[config.mk]
export PLATFORM = sky130hd
export DESIGN_NAME = cla32_pipe
export DESIGN_NICKNAME = d
export VERILOG_FILES = /design/src/rtl/cla32_pipe.sv
export SDC_FILE = /design/constraint.sdc
export NUM_CORES = 1
export LEC_CHECK = 0
export ABC_CLOCK_PERIOD_IN_PS = 3000
export BUFFER_PORTS_ARGS = -buffer_cell sky130_fd_sc_hd__buf_2
export CAP_MARGIN = 20
export CORE_UTILIZATION = 45
export CTS_CLUSTER_SIZE = 16
export DETAILED_ROUTE_END_ITERATION = 7
export PLACE_DENSITY = 0.71
export SYNTH_ARGS = -nofsm -noshare
export SYNTH_HDL_FRONTEND = slang
export SYNTH_SLANG_ARGS = --single-unit
[constraint.sdc]
create_clock -name clk -period 3 [get_ports clk]
set_input_delay 0.45 -clock clk [delete_from_list [all_inputs] [get_ports clk]]
set_output_delay 0.45 -clock clk [all_outputs]
set_load 0.01 [all_outputs]
[src/rtl/cla32_pipe.sv]
// Two-stage pipelined 32-bit adder: low half in stage 1, high half in stage 2.
// Each 16-bit half is four cla4 blocks joined by group lookahead.

module cla4 (
  input  logic [3:0] a,
  input  logic [3:0] b,
  input  logic       ci,
  output logic [3:0] s,
  output logic       pg,
  output logic       gg
);
  logic [3:0] p;
  logic [3:0] g;
  logic [3:0] c;

  assign p = a ^ b;
  assign g = a & b;

  assign c[0] = ci;
  assign c[1] = g[0] | (p[0] & ci);
  assign c[2] = g[1] | (p[1] & g[0]) | (p[1] & p[0] & ci);
  assign c[3] = g[2] | (p[2] & g[1]) | (p[2] & p[1] & g[0]) | (p[2] & p[1] & p[0] & ci);

  assign s  = p ^ c;
  assign pg = &p;
  assign gg = g[3] | (p[3] & g[2]) | (p[3] & p[2] & g[1]) | (p[3] & p[2] & p[1] & g[0]);
endmodule

module cla16 (
  input  logic [15:0] a,
  input  logic [15:0] b,
  input  logic        ci,
  output logic [15:0] s,
  output logic        co
);
  logic [3:0] pg;
  logic [3:0] gg;
  logic [3:0] gc;

  // Group carries come straight from the block PG/GG terms, never rippled.
  assign gc[0] = ci;
  assign gc[1] = gg[0] | (pg[0] & ci);
  assign gc[2] = gg[1] | (pg[1] & gg[0]) | (pg[1] & pg[0] & ci);
  assign gc[3] = gg[2] | (pg[2] & gg[1]) | (pg[2] & pg[1] & gg[0])
               | (pg[2] & pg[1] & pg[0] & ci);
  assign co    = gg[3] | (pg[3] & gg[2]) | (pg[3] & pg[2] & gg[1])
               | (pg[3] & pg[2] & pg[1] & gg[0])
               | (pg[3] & pg[2] & pg[1] & pg[0] & ci);

  for (genvar i = 0; i < 4; i++) begin : g_blk
    cla4 u_cla4 (
      .a  (a[4*i +: 4]),
      .b  (b[4*i +: 4]),
      .ci (gc[i]),
      .s  (s[4*i +: 4]),
      .pg (pg[i]),
      .gg (gg[i])
    );
  end
endmodule

module cla32_pipe (
  input  logic        clk,
  input  logic        rst,
  input  logic        in_valid,
  output logic        in_ready,
  input  logic [31:0] a,
  input  logic [31:0] b,
  input  logic        ci,
  output logic        out_valid,
  input  logic        out_ready,
  output logic [31:0] sum,
  output logic        co,
  output logic        ovf
);
  // Handshake: a beat moves on a rising edge where valid && ready. The producer
  // holds a/b/ci while in_valid && !in_ready; sum/co/ovf hold while
  // out_valid && !out_ready. in_ready depends only on stage state and out_ready.

  logic        adv1;
  logic        adv2;

  logic        s1_valid;
  logic [15:0] s1_lo;
  logic        s1_c16;
  logic [15:0] s1_ahi;
  logic [15:0] s1_bhi;
  logic        s1_a31;
  logic        s1_b31;

  logic        s2_valid;
  logic [31:0] s2_sum;
  logic        s2_co;
  logic        s2_ovf;

  logic [15:0] lo_sum;
  logic        lo_co;
  logic [15:0] hi_sum;
  logic        hi_co;
  logic        hi_ovf;

  assign adv2     = !s2_valid || out_ready;
  assign adv1     = !s1_valid || adv2;
  assign in_ready = adv1;

  cla16 u_lo (
    .a  (a[15:0]),
    .b  (b[15:0]),
    .ci (ci),
    .s  (lo_sum),
    .co (lo_co)
  );

  cla16 u_hi (
    .a  (s1_ahi),
    .b  (s1_bhi),
    .ci (s1_c16),
    .s  (hi_sum),
    .co (hi_co)
  );

  assign hi_ovf = (s1_a31 == s1_b31) && (hi_sum[15] != s1_a31);

  always_ff @(posedge clk or posedge rst) begin
    if (rst) begin
      s1_valid <= 1'b0;
    end else if (adv1) begin
      s1_valid <= in_valid;
    end
  end

  // Data loads only with a valid beat so idle X operands never reach the outputs.
  always_ff @(posedge clk or posedge rst) begin
    if (rst) begin
      s1_lo  <= '0;
      s1_c16 <= 1'b0;
      s1_ahi <= '0;
      s1_bhi <= '0;
      s1_a31 <= 1'b0;
      s1_b31 <= 1'b0;
    end else if (adv1 && in_valid) begin
      s1_lo  <= lo_sum;
      s1_c16 <= lo_co;
      s1_ahi <= a[31:16];
      s1_bhi <= b[31:16];
      s1_a31 <= a[31];
      s1_b31 <= b[31];
    end
  end

  always_ff @(posedge clk or posedge rst) begin
    if (rst) begin
      s2_valid <= 1'b0;
    end else if (adv2) begin
      s2_valid <= s1_valid;
    end
  end

  always_ff @(posedge clk or posedge rst) begin
    if (rst) begin
      s2_sum <= '0;
      s2_co  <= 1'b0;
      s2_ovf <= 1'b0;
    end else if (adv2 && s1_valid) begin
      s2_sum <= {hi_sum, s1_lo};
      s2_co  <= hi_co;
      s2_ovf <= hi_ovf;
    end
  end

  assign out_valid = s2_valid;
  assign sum       = s2_sum;
  assign co        = s2_co;
  assign ovf       = s2_ovf;
endmodule

**Word-level counts from Yosys, hierarchy flattened**

Cells that the tools add are included.

- Eq/ne operators: 2
- Bitwise logic cells: 260
- Reduce and logical (&&, ||, !) cells: 15

Operators by type and width:

| kind | count |
|---|---|
| $and A1 B1 Y1 | 144 |
| $or A1 B1 Y1 | 92 |
| $xor A4 B4 Y4 | 16 |
| $and A4 B4 Y4 | 8 |
| $reduce_and A4 Y1 | 8 |
| $logic_and A1 B1 Y1 | 3 |
| $logic_not A1 Y1 | 2 |
| $logic_or A1 B1 Y1 | 2 |
| $eq A1 B1 Y1 | 1 |
| $ne A1 B1 Y1 | 1 |

- Flip-flop bits (word level): 87
- Input port bits: 69
- Output and inout bits: 36
- Logic and storage cells: 288

**Depth between registers and ports, before layout**

Gate-level depths: netlist (run 1).

- Depth after elaboration: 14
- Depth in mapped cells: 10
- Mapped depth without buffers: 10

**Hierarchy**

Synthesis (run 1) repeated with hierarchy kept, for this count alone.

- Cell total of the unflattened synthesis: 372
- Area total of the unflattened synthesis: 4,802.1 sq um

Modules (own cells, without submodules):

| module | times used | cells each | area an instance (sq um) | sequential area each (sq um) |
|---|---|---|---|---|
| cla32_pipe | 1 | 186 | 3,263.1 | 2,127.0 |
| cla4 | 8 | 22 | 182.7 | 0.0 |
| cla16 | 2 | 5 | 38.8 | 0.0 |

**Least setup slack after synthesis (run 1)**

Ideal clock, no wire load.

- Kind: register to register
- From: reg s1_ahi[5]
- To: reg s2_sum[28], in the netlist sum[28]
- Setup time: 125 ps
- Arrival time: 2,679 ps
- Required time: 2,875 ps
- Slack: 196 ps
- Stages on the path, launching flop included: 10
- Buffers on the path: 0
- Period minus slack after synthesis: 2,804 ps
- Path through: dfrtp_1 -> ha_1 -> and4_4 -> a221o_1 -> a2111oi_4 -> nor2_1 -> a21oi_1 -> o21bai_1 -> fa_1 -> mux2_2

- Cells in the longest elaborated chain, start to end: 9
- Elaborated cells on any way between the ends: 17
- Classes of those cells: 16 x bitwise; 1 x reduce/logical

RTL lines:

| element | RTL line | text |
|---|---|---|
| start, declared | 86 | `logic [15:0] s1_ahi;` |
| start signal, assigned | 144 | `s1_ahi <= a[31:16];` |
| $and A4 B4 Y4 or $xor A4 B4 Y4 (tied branches) | 17, 16 |  |
| $and A1 B1 Y1 | 26 | `assign gg = g[3] \| (p[3] & g[2]) \| (p[3] & p[2] & g[1]) \| (p[3] & p[2] & p[1] & g[0]);` |
| $or A1 B1 Y1 or $and A1 B1 Y1 (tied branches) | 26 |  |
| $or A1 B1 Y1 | 26 |  |
| $and A1 B1 Y1 | 44 | `assign gc[3] = gg[2] \| (pg[2] & gg[1]) \| (pg[2] & pg[1] & gg[0])` |
| $or A1 B1 Y1 (2 in a row) | 44 |  |
| $or A1 B1 Y1 (*) | 45 | `\| (pg[2] & pg[1] & pg[0] & ci);` |
| $xor A4 B4 Y4 (*) | 24 | `assign s = p ^ c;` |
| net hi_sum[12] | 98 | `logic [15:0] hi_sum;` |
| end signal, assigned | 165 | `s2_sum <= {hi_sum, s1_lo};` |
| end, declared | 92 | `logic [31:0] s2_sum;` |

Mark *: on every way through the listed nets, which the timed path passes. The rest lies on a longest branch.
A chain may end at the register's enable or synchronous reset.

**Final worst setup path (run 1)**

- From: reg s1_ahi[4]
- To: reg s2_sum[28], in the netlist sum[28]

- Cells in the longest elaborated chain, start to end: 8
- Elaborated cells on any way between the ends: 14
- Classes of those cells: 13 x bitwise; 1 x reduce/logical

RTL lines:

| element | RTL line | text |
|---|---|---|
| $and A4 B4 Y4 | 17 | `assign g = a & b;` |
| $and A1 B1 Y1 | 26 |  |
| $or A1 B1 Y1 | 26 |  |
| $and A1 B1 Y1 | 44 |  |
| $or A1 B1 Y1 (2 in a row) | 44 |  |
| $or A1 B1 Y1 (*) | 45 |  |
| $xor A4 B4 Y4 (*) | 24 |  |
| net hi_sum[12] | 98 |  |

Marked as above.

==> metrics.txt, run 1 <==
worst path cell trace=ha_1, and4_4, and2_2, a2111oi_4, nor2_1, a21oi_2, o21bai_1, fa_1, mux2_2; Crit Path Class=flop to flop; post-synthesis xor/xnor area fraction=3.56%; Final nets=596; I/O pin cnt=105; Yosys cell types=42; Seq/Total Area, Yosys=48.0%; clk buf depth=2; startpoint types=flop; global placer's final weighted congestion=0.747; Reg-to-Reg End=sum[28]; Initial Util=47.3%; syn nets=484; FMAX=355 MHz; Post-CTS Hold Fix Bufs=0; crit-path max FO=3; pwr dens=685 mW/mm^2; post-CTS setup buffer count=0; Leakage Power=2.58 nW; Max H-tree Level=3; worst rel slew slack=52.7%; r2r startpoint=s1_ahi[4]; max-cap violations=0; Avg Cell Area, Syn=11.8 um^2; slowest cell on the critical path=dfrtp_1; routed len/inst=13.3 um; Layout area overhead=21.3%; setup tns final=0 ns; antenna cell count=0; worst clock skew=0.00973 ns; initial antenna violation count=0; Post-synth EDFFs=0; min-delay worst type=input port to async pin; Arr. time, crit path=3.06 ns; clock sink count=85; Synth Area in Simple Gates=8.79%; largest family of logic cells by synthesized area=multiplexers; global-route met2 utilization=31.7%; hpwl dp=6.33 mm; Via density=5.08; FF-to-FF path depth=9; final worst-path cycle share=93.9%; DIE WIDTH=101 um; CP endpoint kind=flop; cts repair resizes=0; worst-skew pair later-pin latency=0.35 ns; Ys Warns=0; Root Driver=clkbuf_8; vias in the first global route=3211; Power Total=3.68 mW; adder-cell share of the synthesized area=12.7%; core area=0.00937 mm^2; Setup WS pre-CTS=0.0766 ns; synthesized instance count=375; Max Slew Vio Count=0; share of cells above drive strength 1=39.6%; asr flop ratio synth=100%; clock-pin slew of the registers on the worst-case setup and hold paths=0.09 ns; register bit total from synthesis=85; First DRT Iteration DRCs=47; FF-to-FF setup slack=0.18 ns; setup ws final=0.182 ns; Synth Cell Area=0.00443 mm^2; first-pass detailed-route iteration total=5; Die Ht=101 um; DIE AREA=0.0102 mm^2; outcome=finished, final reports clean; grt ovf=0; met3 usage in global routing=4.69%; commonest non-fill, non-tap cell in the layout=buf_2; Worst VDD drop=0.263 mV; RSZ-0062 raised after global routing=no; mux cell area share after synthesis=13.7%; worst endpoint required time=3.24 ns; fin crit period=2.82 ns; Tot GR Track Use=17.8%; Num CTS Buffers=9; Worst-Margin Slew=0.709 ns; via count=3155; ys flop type=dfrtp_1; row cnt=35; Synth Area in Compound Gates=11.0%; busiest grt layer=met2; number of port buffers=104; Fin. Hold Viols=0; global-route wire length before repair=14.1 mm; Final setup viols=0; DRT antenna net count=0; slowest stage delay, CP=0.43 ns; most frequent cells in the layout=buf_2, dfrtp_1, mux2_2; DRC Markers=0; largest net degree at the start of global routing=45; WL final=8.25 mm; fin util=57.3%; fillers=853; CTS tree=yes; met1 usage=20.4%
registers in the layout, indices dropped and copies added (netlist names):
signal,cells
s1_lo,16
out_valid,1
s1_c16,1
s1_bhi,16
co,1
s1_ahi,16
ovf,1
sum,32
s1_valid,1
where the power goes:
| group | switching, mW | total [mW] | leakage [nW] | internal [mW] |
|---|---|---|---|---|
| Clock | 0.411 | 0.824 | 0.103 | 0.413 |
| Combinational | 0.622 | 1.24 | 1.46 | 0.618 |
| Sequential | 0.163 | 1.61 | 1.01 | 1.45 |
| Total | 1.20 | 3.68 | 2.58 | 2.48 |
cells by family (layout without fill, tap and decap cells):
group | count (synthesis) | count (layout)
compound gates | 74 | 74
xor+xnor | 18 | 18
fa+ha+maj | 40 | 40
buf+inv | 26 | 143
flops | 85 | 85
mux | 54 | 54
simple gates | 78 | 78
through the flow:
stage	hold slack [ns]	std cells	cell area, um^2
floorplan	0.445	375	4430
global route	0.221	621	5370
global placement	0.457	605	5160
detailed placement	0.466	605	5160
finish	0.183	621	5370
CTS	0.186	621	5370
cell type report:
cell class | count | area [um^2] | share of cell area [%]
clock buffer | 10 | 138 | 2.56
inverter | 15 | 57.6 | 1.07
tap | 129 | 161 | 3.00
timing repair buffer | 112 | 606 | 11.3
multi-input combinational | 264 | 2210 | 41.2
sequential | 85 | 2130 | 39.6
clock inverter | 6 | 68.8 | 1.28
critical path: cells and delay by family (launching register included):
| family | cells | cell delay (ns) |
|---|---|---|
| AND/OR/NAND/NOR | 3 | 0.55 |
| adder cells (fa/ha/maj) | 2 | 0.78 |
| AO/OA/AOI/OAI | 3 | 0.68 |
| flip-flops | 1 | 0.43 |
| multiplexers | 1 | 0.26 |
Yosys cell counts, drive strengths merged (5+ instances only):
library cell,count,area share (%)
dfrtp,85,48
mux2,54,14
nand2,35,3.0
ha,32,9.0
o21ai,27,3.1
a21oi,15,1.7
inv,15,1.3
xnor2,14,2.8
clkbuf,9,0.76
fa,8,3.6
nand3,8,0.90
nor2,8,0.68
a21o,6,1.0
nor3,5,0.79
or3,5,0.71
routing by layer:
metal,up-vias,part of all wire [%]
met4,0,1.1
met3,10,6.0
met5,-,0
li1,1559,-
met1,1505,44
met2,81,49
how the worst max path moves through the flow:
stage,start,end,cells after the start
final,s1_ahi[4],sum[28],9
after global routing,s1_ahi[0],sum[29],10
after CTS,s1_ahi[4],sum[28],9
after detailed placement,s1_ahi[4],sum[28],9
after global placement,s1_ahi[4],sum[28],9
after floorplan,s1_ahi[5],sum[28],9
(Power assumes the default switching activity.)
==> run 2: changes to the inputs <==
Settings changed: ABC_CLOCK_PERIOD_IN_PS 3000 to 3400, CELL_PAD_IN_SITES_DETAIL_PLACEMENT set to 0, CELL_PAD_IN_SITES_GLOBAL_PLACEMENT set to 1, PLACE_DENSITY 0.71 to unset, PLACE_DENSITY_LB_ADDON set to 0.1, RECOVER_POWER set to 100.
Clock period 3 ns to 3.4 ns, I/O delays scaled along.
==> run 2 against run 1 <==
The run now ends with max-capacitance violations, max-slew violations left. Utilization fell by 1.7 points. Sequential power fell by 11%. Register-to-register slack improved by 0.13 ns.
==> metrics.txt, run 2 (synthesis results as in run 1) <==
final worst-path cycle share=90.9%; Worst-Margin Slew=2.08 ns; DP Area=0.00512 mm^2; Clk pwr share=20.3%; Die Ht=101 um; commonest non-fill, non-tap cell in the layout=dfrtp_1; Post-CTS Hold Fix Bufs=0; fin crit period=3.09 ns; core area=0.00937 mm^2; violated checks=max-capacitance violations, max-slew violations; startpoint types=flop; initial antenna violation count=0; post-CTS setup buffer count=0; pwr dens=589 mW/mm^2; largest net degree at the start of global routing=57; DRC Markers=0; DR top layer=met4; flip-flop count of the largest register after layout=32; Num CTS Buffers=9; most frequent cells in the layout=dfrtp_1, buf_2, mux2_2; Power Total=3.07 mW; worst rel slew slack=-38.5%; first-pass detailed-route iteration total=4; Via density=5.03; net load switching power=1.03 mW; Cell Int Power=2.04 mW; FF-to-FF path depth=9; setup tns final=0 ns; I/O pin cnt=105; clk buf depth=2; Crit Path Class=flop to flop; FMAX=323 MHz; clock sink count=85; crit-path max FO=5; Fin. Hold Viols=0; antenna cell count=0; global-route wire length before repair=13.7 mm; grt ovf=0; r2r startpoint=s1_ahi[5]; Arr. time, crit path=3.31 ns; Comb power frac=32.9%; First DRT Iteration DRCs=49; Sw Ratio=33.4%; Final nets=593; CP endpoint kind=flop; Final Cell Area=0.00522 mm^2; via count=3107; Cells after DPL=601; global placer's final weighted congestion=0.791; Layout area overhead=17.7%; met3 wire length=384 um; row cnt=35; FF-to-FF setup slack=0.31 ns; RSZ-0062 raised after global routing=no; Initial Util=47.3%; metal2 WL=3.94 mm; Final setup viols=0; DIE WIDTH=101 um; worst endpoint required time=3.62 ns; met1 wire length=3.77 mm; DRT antenna net count=0; CTS tree=yes; vias in the first global route=2980; routed len/inst=13.3 um; Max H-tree Level=3; hold slack=0.122 ns; max-cap violations=1; Worst VDD drop=0.191 mV; Layout Cells excl Fill=618; outcome=finished, violations left; Reg power frac=46.8%; fin util=55.6%; worst clock skew=0.0114 ns; WL final=8.23 mm; setup ws final=0.308 ns; CP Launch Point=s1_ahi[5]; min-delay worst type=input port to async pin; hpwl dp=6.24 mm; number of port buffers=104; Tot GR Track Use=17.4%; Max Slew Vio Count=49; cts repair resizes=0; share of cells above drive strength 1=30.1%; Root Driver=clkbuf_8; Leakage Power=2.43 nW; clock-pin slew of the registers on the worst-case setup and hold paths=0.08 ns; Setup WS pre-CTS=0.358 ns; worst-skew pair later-pin latency=0.34 ns; DIE AREA=0.0102 mm^2
[run 2: final timing paths]
kind | end
worst max-delay path | sum[28]
worst min-delay path | s1_lo[0]
worst max register to register | sum[28]
worst min register to register | s1_lo[13]
max in group asynchronous | s1_bhi[0]
min in group clk | s1_valid
[run 2: per-layer routing]
| layer | vias to the layer above | global-route usage [%] |
|---|---|---|
| li1 | 1553 | - |
| met1 | 1470 | 22.4 |
| met2 | 73 | 28.9 |
| met3 | 11 | 3.59 |
| met4 | 0 | 6.47 |
| met5 | - | 0 |
[run 2: power by group through the flow]
stage | clock (mW) | sequential (mW) | combinational [mW]
CTS | 0.647 | 1.43 | 1.09
detailed placement | 0 | 1.46 | 1.08
global placement | 0 | 1.44 | 1.06
global route | 0.696 | 1.47 | 1.14
finish | 0.623 | 1.44 | 1.01
floorplan | 0 | 1.50 | 0.646
[run 2: final cells by class]
cell class | count | area (um^2)
Clock buffer | 12 | 145
Inverter | 15 | 57.6
Multi-Input combinational cell | 264 | 2190
Tap cell | 129 | 161
Timing Repair Buffer | 109 | 507
Clock inverter | 4 | 23.8
Fill cell | 908 | 4160
Sequential cell | 85 | 2130
[run 2: worst max-delay path, stage by stage (launching register included)]
cell       delay (ns)
dfrtp_1          0.39
ha_1             0.36
and4_2           0.27
a221o_1          0.35
a2111oi_4        0.37
nor2_1           0.13
a21oi_1          0.26
o21bai_1         0.13
fa_1             0.46
mux2_2           0.27
==> run 3: changes to the inputs <==
Settings changed: PLACE_DENSITY set to 0.93, PLACE_DENSITY_LB_ADDON 0.1 to unset.
==> run 3 against run 2 <==
The flow still finishes with violations (max-capacitance violations, max-slew violations). Critical path depth unchanged. Fmax increased by 2.4%. Sequential share of layout area fell by 0.23 points. Power up 3.3%. Critical endpoint unchanged.
==> metrics.txt, run 3 (synthesis results as in run 1) <==
Via density=5.17; Arr. time, crit path=3.26 ns; max-cap violations=1; CTS tree=yes; FF-to-FF path depth=9; Worst-Margin Slew=1.87 ns; routed len/inst=13.7 um; depth of the worst hold-timing path=2; worst path cell trace=ha_1, and4_2, a221o_1, a2111oi_4, nor2_1, a21oi_1, o21bai_1, fa_1, mux2_2; DRC Markers=0; setup tns final=0 ns; violated checks=max-capacitance violations, max-slew violations; FMAX=331 MHz; Initial Util=47.3%; Fin. Hold Viols=0; largest net degree at the start of global routing=45; final worst-path cycle share=88.8%; DIE AREA=0.0102 mm^2; DIE WIDTH=101 um; Worst VDD drop=0.197 mV; Die Ht=101 um; Post-CTS Hold Fix Bufs=0; Final setup viols=0; pwr dens=605 mW/mm^2; number of port buffers=104; First DRT Iteration DRCs=47; Layout area overhead=18.4%; Root Driver=clkbuf_8; met1 wire length=3.55 mm; startpoint types=flop; clk buf depth=2; post-CTS setup buffer count=0; via count=3190; worst-skew pair later-pin latency=0.35 ns; CP endpoint kind=flop; global-route wire length before repair=14.6 mm; Final nets=592; Tot GR Track Use=18.4%; Max H-tree Level=3; worst clock skew=0.0115 ns; I/O pin cnt=105; Max Slew Vio Count=45; share of cells above drive strength 1=29.9%; crit-path max FO=5; clock sink count=85; initial antenna violation count=1; Leakage Power=2.42 nW; flip-flop count of the largest register after layout=32; global placer's final weighted congestion=0.766; vias in the first global route=3340; grt ovf=0; fin crit period=3.02 ns; Crit Path Class=flop to flop; worst endpoint required time=3.64 ns; WL final=8.47 mm; clock-pin slew of the registers on the worst-case setup and hold paths=0.09 ns; slowest stage delay, CP=0.43 ns; worst rel slew slack=-25.4%; Final Cell Area=0.00525 mm^2; slowest cell on the critical path=fa_1; cts repair resizes=0; core area=0.00937 mm^2; first-pass detailed-route iteration total=4; outcome=finished, violations left; commonest non-fill, non-tap cell in the layout=dfrtp_1; most frequent cells in the layout=dfrtp_1, buf_2, mux2_2; met3 wire length=638 um; DR top layer=met5; metal2 WL=4.17 mm; antenna cell count=0; Num CTS Buffers=9; hpwl dp=6.51 mm; DP Area=0.00512 mm^2; min-delay worst type=input port to flop; RSZ-0062 raised after global routing=no; DRT antenna net count=0; row cnt=35
-- run 3: cell count changes in the layout (fill, tap and decap cells not counted), sizes merged --
cell / change
clkbuf: -2
clkinv: -2
clkinvlp: +2
inv: +1
dlymetal6s4s: -1
bufinv: +1
-- run 3: per-stage QoR --
step	std cells	setup WS (ns)	hold WS [ns]	util (%)	power, mW
global route	617	0.216	0.362	56.0	3.42
global placement	601	0.445	0.457	54.6	2.49
finish	617	0.380	0.383	56.0	3.17
detailed placement	601	0.393	0.466	54.6	2.54
floorplan	375	0.596	0.445	-	2.15
CTS	617	0.401	0.267	56.7	3.27
-- run 3: final timing paths --
| kind | startpoint | end | slack (ns) |
|---|---|---|---|
| worst max-delay path | s1_ahi[5] | sum[28] | 0.38 |
| worst min register to register | s1_lo[3] | s1_lo[3] | 0.48 |
| worst min-delay path | a[17] | s1_ahi[1] | 0.38 |
| worst max register to register | s1_ahi[5] | sum[28] | 0.38 |
| max in group asynchronous | rst | sum[4] | 1.26 |
| min in group asynchronous | rst | s1_lo[1] | 0.62 |
-- run 3: metal layers --
layer	GRT usage [%]	vias to the layer above
li1	-	1555
met4	5.24	2
met5	0	-
met3	7.87	13
met2	32.9	85
met1	19.9	1535
-- run 3: area by class of cell --
type | instances | area [um^2]
inverter | 15 | 57.6
fill | 864 | 4130
tap | 129 | 161
clock inverter | 6 | 71.3
timing repair buffer | 108 | 507
clock buffer | 10 | 128
multi-input combinational | 264 | 2190
sequential | 85 | 2130
-- run 3: worst max-delay path, delay by kind of cell (launching register included) --
family,cells,cell delay [ns]
fa+ha+maj,2,0.80
simple gates,2,0.40
flops,1,0.39
mux,1,0.27
compound gates,4,1.04
-- run 3: power by group --
part	switching (mW)	internal, mW
sequential	0.152	1.28
combinational	0.545	0.483
clock	0.366	0.345
total	1.06	2.11
